[src/rtl/fifo_uart_tx_if.sv]
// FIFO read-port bundle between the byte FIFO and the UART transmitter.
// master = consumer issuing pops (the transmitter), slave = the FIFO itself.
interface fifo_uart_tx_if;
  logic       fifo_empty;
  logic [7:0] fifo_dout;
  logic       fifo_rd_en;

  modport master (input fifo_empty, input fifo_dout, output fifo_rd_en);
  modport slave  (output fifo_empty, output fifo_dout, input fifo_rd_en);
endinterface

[src/rtl/fifo_uart_tx.sv]
// UART transmitter draining a byte FIFO: start, 8 data bits LSB first,
// optional even parity, one stop bit, plus a saturating sent-byte counter.
module fifo_uart_tx #(
  parameter int CLKS_PER_BIT = 16,
  parameter bit PARITY_EN    = 1'b0,
  parameter int CNT_W        = 16
) (
  input  logic               clk,
  input  logic               rst,
  input  logic               enable,
  fifo_uart_tx_if.master     fifo,
  output logic               tx,
  output logic               busy,
  output logic [CNT_W-1:0]   tx_count,
  input  logic               clr_count
);

  localparam int               BAUD_W    = $clog2(CLKS_PER_BIT);
  localparam logic [BAUD_W-1:0] BAUD_LAST = BAUD_W'(CLKS_PER_BIT - 1);
  localparam logic [CNT_W-1:0]  CNT_MAX   = '1;

  typedef enum logic [2:0] {
    S_IDLE, S_FETCH, S_LOAD, S_START, S_DATA, S_PARITY, S_STOP
  } state_t;

  state_t            state_q, state_d;
  logic [BAUD_W-1:0] baud_cnt;
  logic [2:0]        bit_idx;
  logic [7:0]        shift_q;
  logic              parity_q;
  logic              bit_done;
  logic              pop_ok;
  logic              serial;

  assign bit_done = (baud_cnt == BAUD_LAST);
  // Pop decision is only ever taken in IDLE or the last STOP cycle.
  assign pop_ok   = enable && !fifo.fifo_empty;
  assign serial   = (state_q == S_START) || (state_q == S_DATA) ||
                    (state_q == S_PARITY) || (state_q == S_STOP);

  // NOTE: defaults are assigned before the case so no path leaves state_d
  // unassigned, which would otherwise infer a latch.
  always_comb begin
    state_d = state_q;
    case (state_q)
      S_IDLE:   if (pop_ok) state_d = S_FETCH;
      S_FETCH:  state_d = S_LOAD;
      S_LOAD:   state_d = S_START;
      S_START:  if (bit_done) state_d = S_DATA;
      S_DATA:   if (bit_done && bit_idx == 3'd7) state_d = PARITY_EN ? S_PARITY : S_STOP;
      S_PARITY: if (bit_done) state_d = S_STOP;
      S_STOP:   if (bit_done) state_d = pop_ok ? S_FETCH : S_IDLE;
      default:  state_d = S_IDLE;
    endcase
  end

  // NOTE: sequential state uses non-blocking assignments so every register
  // samples the pre-edge values regardless of statement order.
  always_ff @(posedge clk or negedge rst) begin
    if (!rst) state_q <= S_IDLE;
    else      state_q <= state_d;
  end

  always_ff @(posedge clk or negedge rst) begin
    if (!rst) begin
      baud_cnt <= '0;
      bit_idx  <= '0;
      shift_q  <= '0;
      parity_q <= 1'b0;
    end else begin
      if (state_d != state_q || bit_done) baud_cnt <= '0;
      else if (serial)                    baud_cnt <= baud_cnt + 1'b1;

      if (state_q == S_LOAD) begin
        shift_q  <= fifo.fifo_dout;
        parity_q <= ^fifo.fifo_dout;
      end else if (state_q == S_DATA && bit_done) begin
        shift_q <= {1'b0, shift_q[7:1]};
        bit_idx <= bit_idx + 3'd1;
      end
    end
  end

  // Clear wins over the final-STOP increment.
  always_ff @(posedge clk or negedge rst) begin
    if (!rst)                                                   tx_count <= '0;
    else if (clr_count)                                         tx_count <= '0;
    else if (state_q == S_STOP && bit_done && tx_count != CNT_MAX) tx_count <= tx_count + 1'b1;
  end

  always_comb begin
    tx = 1'b1;
    case (state_q)
      S_START:  tx = 1'b0;
      S_DATA:   tx = shift_q[0];
      S_PARITY: tx = parity_q;
      default:  tx = 1'b1;
    endcase
  end

  assign busy            = (state_q != S_IDLE);
  assign fifo.fifo_rd_en = (state_q == S_FETCH);

endmodule

[src/flat_wrapper.sv]
// flat-port wrapper written by rule: the top's interface ports become plain ports
module fifo_uart_tx_flat 
#(
  parameter int CLKS_PER_BIT = 16,
  parameter bit PARITY_EN    = 1'b0,
  parameter int CNT_W        = 16
)
  (clk, rst, enable, tx, busy, tx_count, clr_count, fifo_fifo_empty, fifo_fifo_dout, fifo_fifo_rd_en);
  fifo_uart_tx_if fifo_i ();
  input  logic clk;
  input  logic rst;
  input  logic enable;
  output logic tx;
  output logic busy;
  output logic [CNT_W-1:0] tx_count;
  input  logic clr_count;
  input wire logic [$bits(fifo_i.fifo_empty)-1:0] fifo_fifo_empty;
  input wire logic [$bits(fifo_i.fifo_dout)-1:0] fifo_fifo_dout;
  output wire logic [$bits(fifo_i.fifo_rd_en)-1:0] fifo_fifo_rd_en;
  assign fifo_i.fifo_empty = fifo_fifo_empty;
  assign fifo_i.fifo_dout = fifo_fifo_dout;
  assign fifo_fifo_rd_en = fifo_i.fifo_rd_en;
  fifo_uart_tx #(.CLKS_PER_BIT(CLKS_PER_BIT), .PARITY_EN(PARITY_EN), .CNT_W(CNT_W)) u_core (.clk(clk), .rst(rst), .enable(enable), .fifo(fifo_i), .tx(tx), .busy(busy), .tx_count(tx_count), .clr_count(clr_count));
endmodule
[config.mk]
export PLATFORM = sky130hd
export DESIGN_NAME = fifo_uart_tx_flat
export DESIGN_NICKNAME = d
export VERILOG_FILES = /design/src/rtl/fifo_uart_tx_if.sv /design/src/rtl/fifo_uart_tx.sv /design/src/flat_wrapper.sv
export SDC_FILE = /design/constraint.sdc
export NUM_CORES = 1
export LEC_CHECK = 0
export BUFFER_PORTS_ARGS = -buffer_cell sky130_fd_sc_hd__clkbuf_2
export CORE_MARGIN = 2
export CORE_UTILIZATION = 56
export CTS_CLUSTER_DIAMETER = 80
export CTS_CLUSTER_SIZE = 14
export DETAILED_ROUTE_END_ITERATION = 10
export PLACE_DENSITY = 0.88
export SETUP_SLACK_MARGIN = 0.02
export SLEW_MARGIN = 25
export SYNTH_ARGS = -nofsm -noshare
export SYNTH_HDL_FRONTEND = slang
export SYNTH_SLANG_ARGS = --single-unit
[constraint.sdc]
create_clock -name clk -period 4.7 [get_ports clk]
set_input_delay 0.235 -clock clk [delete_from_list [all_inputs] [get_ports clk]]
set_output_delay 0.235 -clock clk [all_outputs]
set_load 0.02 [all_outputs]
Word-level counts from Yosys, hierarchy flattened
Index checks and enable logic that the tools add are counted.
{ "totals": {"romBits": 0, "mem_bits_rw": 0, "latchBits": 0, "wordCells": 51, "ff_bits": 35, "memories": 0, "out_inout_bits": 19} }
{ "op_classes": {"n_addsub": 3, "n_reduce_logical": 17, "n_bitwise": 1, "n_lt_le_gt_ge": 0, "shift": 0, "n_eq_ne": 10, "n_mux": 14, "multipliers": 0, "div_mod_pow": 0} }
{ "op_table": {"columns": ["op", "count"], "rows": [
  ["16-bit 2-to-1 mux", 2],
  ["3-bit case mux with 7 select lines", 1],
  ["16-bit by 1-bit adder with 16-bit output (second input constant)", 1],
  ["8-bit 2-to-1 mux", 2],
  ["16-bit != test (second input constant)", 1],
  ["3-bit 2-to-1 mux", 5],
  ["3-bit equality test (second input constant)", 4],
  ["4-bit 2-to-1 mux", 2],
  ["8-bit parity", 1],
  ["3-bit by 2-bit equality test with 1-bit output (second input constant)", 2],
  ["2-bit nonzero test", 3],
  ["1-bit logical AND", 5],
  ["4-bit by 1-bit adder with 4-bit output (second input constant)", 1],
  ["4-bit equality test (second input constant)", 1],
  ["1-bit logical OR", 4],
  ["3-bit by 1-bit adder with 3-bit output (second input constant)", 1],
  ["3-bit by 1-bit equality test with 1-bit output (second input constant)", 1],
  ["3-bit zero test", 1],
  ["3-bit != test", 1],
  ["1-bit case mux with 3 select lines", 1],
  ["3-bit nonzero test", 1],
  ["2-bit AND reduction", 1],
  ["1-bit zero test", 1],
  ["1-bit 2-to-1 mux", 1],
  ["1-bit NOT", 1]
]} }

Logic depth before layout (Yosys ltp)
{ "depth": {"word_depth": 8, "depth_mapped": 7, "mapped_depth_nobuf": 5} }

Worst setup path before layout
No wires, ideal clock.
{ "synth_timing": {"kind": "register to register", "startpoint": "register u_core.tx_count[0]", "endpoint": "register u_core.tx_count[13]", "stages_incl_launch_ff": 7, "t_arrival_ns": 1.673, "t_required_ns": 4.622, "setup_time_ns": 0.078, "slack_ns": 2.949, "period_less_slack_ns": 1.751, "path_cell_list": "dfrtp_1 ha_1 nand4_1 nor4_4 buf_6 or4_1 a21oi_1"} }
{ "synth_between": {"elab_chain_len": 3} }
{ "synth_rtl": {"columns": ["element", "line_no", "source"], "rows": [
  ["from (decl)", "fifo_uart_tx.sv:14", "output logic [CNT_W-1:0] tx_count,"],
  ["from (signal assigned)", "fifo_uart_tx.sv:88", "else if (state_q == S_STOP && bit_done && tx_count != CNT_MAX) tx_count <= tx_count + 1'b1;"],
  ["16-bit by 1-bit adder with 16-bit output / 16-bit != test (equally long branches)", "fifo_uart_tx.sv:88", null],
  ["16-bit 2-to-1 mux / 1-bit logical AND (equally long branches)", "fifo_uart_tx.sv:88", null],
  ["16-bit 2-to-1 mux / 2-bit nonzero test (equally long branches)", null, null]
]} }
Parallel ways exist; a longest one is shown, timed or not. The select of a mux whose other input is x is not followed.
A chain may end at the register's enable or synchronous reset.

Worst setup path after layout
{ "layout_timing": {"startpoint": "register u_core.baud_cnt[0]", "endpoint": "register u_core.bit_idx[2]"} }
{ "layout_between": {"elab_chain_len": 3} }
{ "layout_rtl": {"columns": ["element", "line_no", "source"], "rows": [
  ["from (decl)", "fifo_uart_tx.sv:27", "logic [BAUD_W-1:0] baud_cnt;"],
  ["from (signal assigned)", "fifo_uart_tx.sv:72", "else if (serial) baud_cnt <= baud_cnt + 1'b1;"],
  ["4-bit equality test", "fifo_uart_tx.sv:35", "assign bit_done = (baud_cnt == BAUD_LAST);"],
  ["1-bit logical AND", "fifo_uart_tx.sv:77", "end else if (state_q == S_DATA && bit_done) begin"],
  ["2-bit AND reduction (no line)", null, null],
  ["to (signal assigned)", "fifo_uart_tx.sv:79", "bit_idx <= bit_idx + 3'd1;"],
  ["to (decl)", "fifo_uart_tx.sv:28", "logic [2:0] bit_idx;"]
]} }
Every way passes these cells.

==> results.tsv <==
metric	value	unit
avgRoutedWirePerCell	14.2	µm
synth_edf_count	0	
grt_pass1_wl	6.76	mm
vias	1681	
fillCellCount	276	
first_pass_iters	4	
fp.coreArea	3390	µm²
startpoint_type	flop	
slew_viol_final	0	
cts_tree	built	
ys.flop_type	dfrtp_1	
dp_hpwl	2.76	mm
p_leak	0.000953	µW
ir_drop	0.000132	V
rows	21	
diodes	0	
totalPowerFinal	510	µW
post_cts_buffers	0	
synth_area_per_cell	9.75	µm²
die_h	63.9	µm
die_x	63.9	µm
final_common_cell	dfrtp_1	
path_class	reg2reg	
numCtsBuffers	5	
hold_viol_final	0	
clockBufferDepth	2	
rsz0062_at_grt	false	
design.die.area	4080	µm²
grt_use_total	21.2	%
layout-drive-gt1-share	20.5	%
first_iter_violations	81	
synthToLayoutAreaGrowth	9.97	%
cts-root-buf	clkbuf_4	
cts_resized	0	
antenna_found_initial	0	
crit_chain	ha_1 -> and3_1 -> nand3_1 -> mux2_1	
finalSetupViolations	0	
viasPerCell	6.00	
cts_htree_levels	2	
io_buffers	31	
ant_nets	0	
first_global_vias	1503	
finalCriticalPeriod	2.16	ns
fmax	463	MHz
p_per_area	231	nW/µm²
crit_buf_inv	0	
status	finished, final reports clean	
critical-path-slowest-cell	nand3_1	
async_flop_share	100	%
gp_congestion	0.825	
required	4.95	ns
ys_warn_count	0	
drc_errors	0	
critical_path.top_delay_family	simple AND/OR/NAND/NOR gates	
cts_sinks	35	
worstPathMaxFanout	11	
grt_max_degree	36	
syn_area	2010	µm²
post-route-util	65.2	%
ys_ff_latch	35	
ys_seq_area_share	43.6	%
nets	250	
hold_path.class	in2reg	
final_cell_mix	35 x dfrtp_1, 31 x clkbuf_2, 21 x a21oi_1	
finClkSkew	0.00466	ns
worst_slew_pin_slew	0.961	ns
grt_overflow	0	
synthCells	206	
finalCritPeriodShare	45.9	%
ys_types	41	
slowest_delay	0.54	ns
critical_path_arrival	2.41	ns
insertion_delay	0.36	ns
io_pins	32	
routed_wl	3.99	mm
clk_pin_slew	0.11	ns
crit_path_end_kind	flop	
synth_nets	223	
slew_headroom	35.5	%
finalSetupTns	0	ns
start_util	59.2	%
maxCapViolCount	0	
==> final timing paths <==
kind | startpoint | to | slack, ns | cells after the start
worst min register to register | u_core.bit_idx[0]$_DFFE_PN0P_ | u_core.bit_idx[0]$_DFFE_PN0P_ | 0.51 | 1
worst min-delay path | fifo_fifo_dout[0] | u_core.shift_q[0]$_DFFE_PN0P_ | 0.1 | 3
min in group asynchronous | rst | u_core.state_q[2]$_DFF_PN0_ | 0.51 | 2
worst max-delay path | u_core.baud_cnt[0]$_DFFE_PN0P_ | u_core.bit_idx[2]$_DFFE_PN0P_ | 2.54 | 4
worst max register to register | u_core.baud_cnt[0]$_DFFE_PN0P_ | u_core.bit_idx[2]$_DFFE_PN0P_ | 2.54 | 4
max in group asynchronous | rst | u_core.tx_count[11]$_DFFE_PN0P_ | 3.65 | 2
==> metrics by stage <==
| stage | hold slack, ns | cell area [µm²] | instances | setup WS, ns |
|---|---|---|---|---|
| floorplan | -0.0606 | 2010 | 206 | 2.95 |
| detailed placement | 0.385 | 2140 | 271 | 2.56 |
| global placement | 0.388 | 2140 | 271 | 2.68 |
| global route | 0.118 | 2210 | 280 | 2.35 |
| CTS | 0.100 | 2210 | 280 | 2.54 |
| finish | 0.0984 | 2210 | 280 | 2.54 |
==> cells in the mapped netlist, drive strengths merged, types with 2 or more instances <==
cell type | number | share of area (%)
a21oi | 22 | 5.7
and3 | 3 | 0.93
and3b | 2 | 0.87
and4 | 2 | 0.87
buf | 7 | 2.9
clkbuf | 5 | 0.93
dfrtp | 35 | 44
ha | 4 | 2.5
inv | 5 | 0.93
mux2 | 2 | 1.1
mux2i | 8 | 4.0
nand2 | 14 | 3.0
nand3 | 11 | 2.7
nand4 | 7 | 3.1
nor2 | 7 | 1.3
nor2b | 4 | 1.2
nor3 | 2 | 0.50
o21ai | 15 | 3.7
o31ai | 13 | 4.9
or3 | 7 | 2.2
or4 | 10 | 3.7
xnor2 | 8 | 3.5
xor2 | 2 | 0.87
==> registers in the layout, indices dropped and copies added (netlist names) <==
| signal | cells |
|---|---|
| u_core.shift_q | 8 |
| u_core.tx_count | 16 |
| u_core.state_q | 3 |
| u_core.parity_q | 1 |
| u_core.baud_cnt | 4 |
| u_core.bit_idx | 3 |
==> logic make-up after synthesis <==
kind of cell / Yosys count / synth area share [%]
xor gates and xnor gates: 10 / 4.36
DFF: 35 / 43.6
and+or+nand+nor: 74 / 23.0
adders and majority gates: 4 / 2.49
buffers and inverters: 17 / 4.80
AOI/OAI and AO/OA: 56 / 16.6
muxes: 10 / 5.11
==> per-layer routing <==
metal | vias up | routed length, µm | global-route usage (%)
met5 | - | 0 | 0
met4 | 0 | 108 | 11.7
li1 | 825 | - | -
met2 | 37 | 1900 | 32.9
met3 | 10 | 153 | 4.58
met1 | 809 | 1830 | 27.3
==> power breakdown <==
| group | internal [µW] | switching (µW) |
|---|---|---|
| combinational | 14.9 | 19.2 |
| clock | 55.5 | 109 |
| sequential | 307 | 3.52 |
==> area by class of cell <==
cell class / instances / area (µm²) / share of cell area (%)
Multi-Input combinational cell: 154 / 1040 / 47.0
Sequential cell: 35 / 876 / 39.7
Timing Repair Buffer: 32 / 165 / 7.48
Tap cell: 46 / 57.6 / 2.61
Clock buffer: 5 / 37.5 / 1.70
Inverter: 5 / 18.8 / 0.850
Clock inverter: 3 / 15.0 / 0.680
==> tightest hold or removal path: cells and delay by family <==
kind            cells  cell delay (ns)
simple gates        1             0.04
buf+inv             1             0.10
compound gates      1             0.06
==> timing repair <==
item / in CTS / in global routing
endpoints found under the hold margin: 35 / 0
endpoints found under the setup margin: 0 / 0
hold buffers: 1 / 0
No activity file was read; power rests on OpenSTA's default activity.
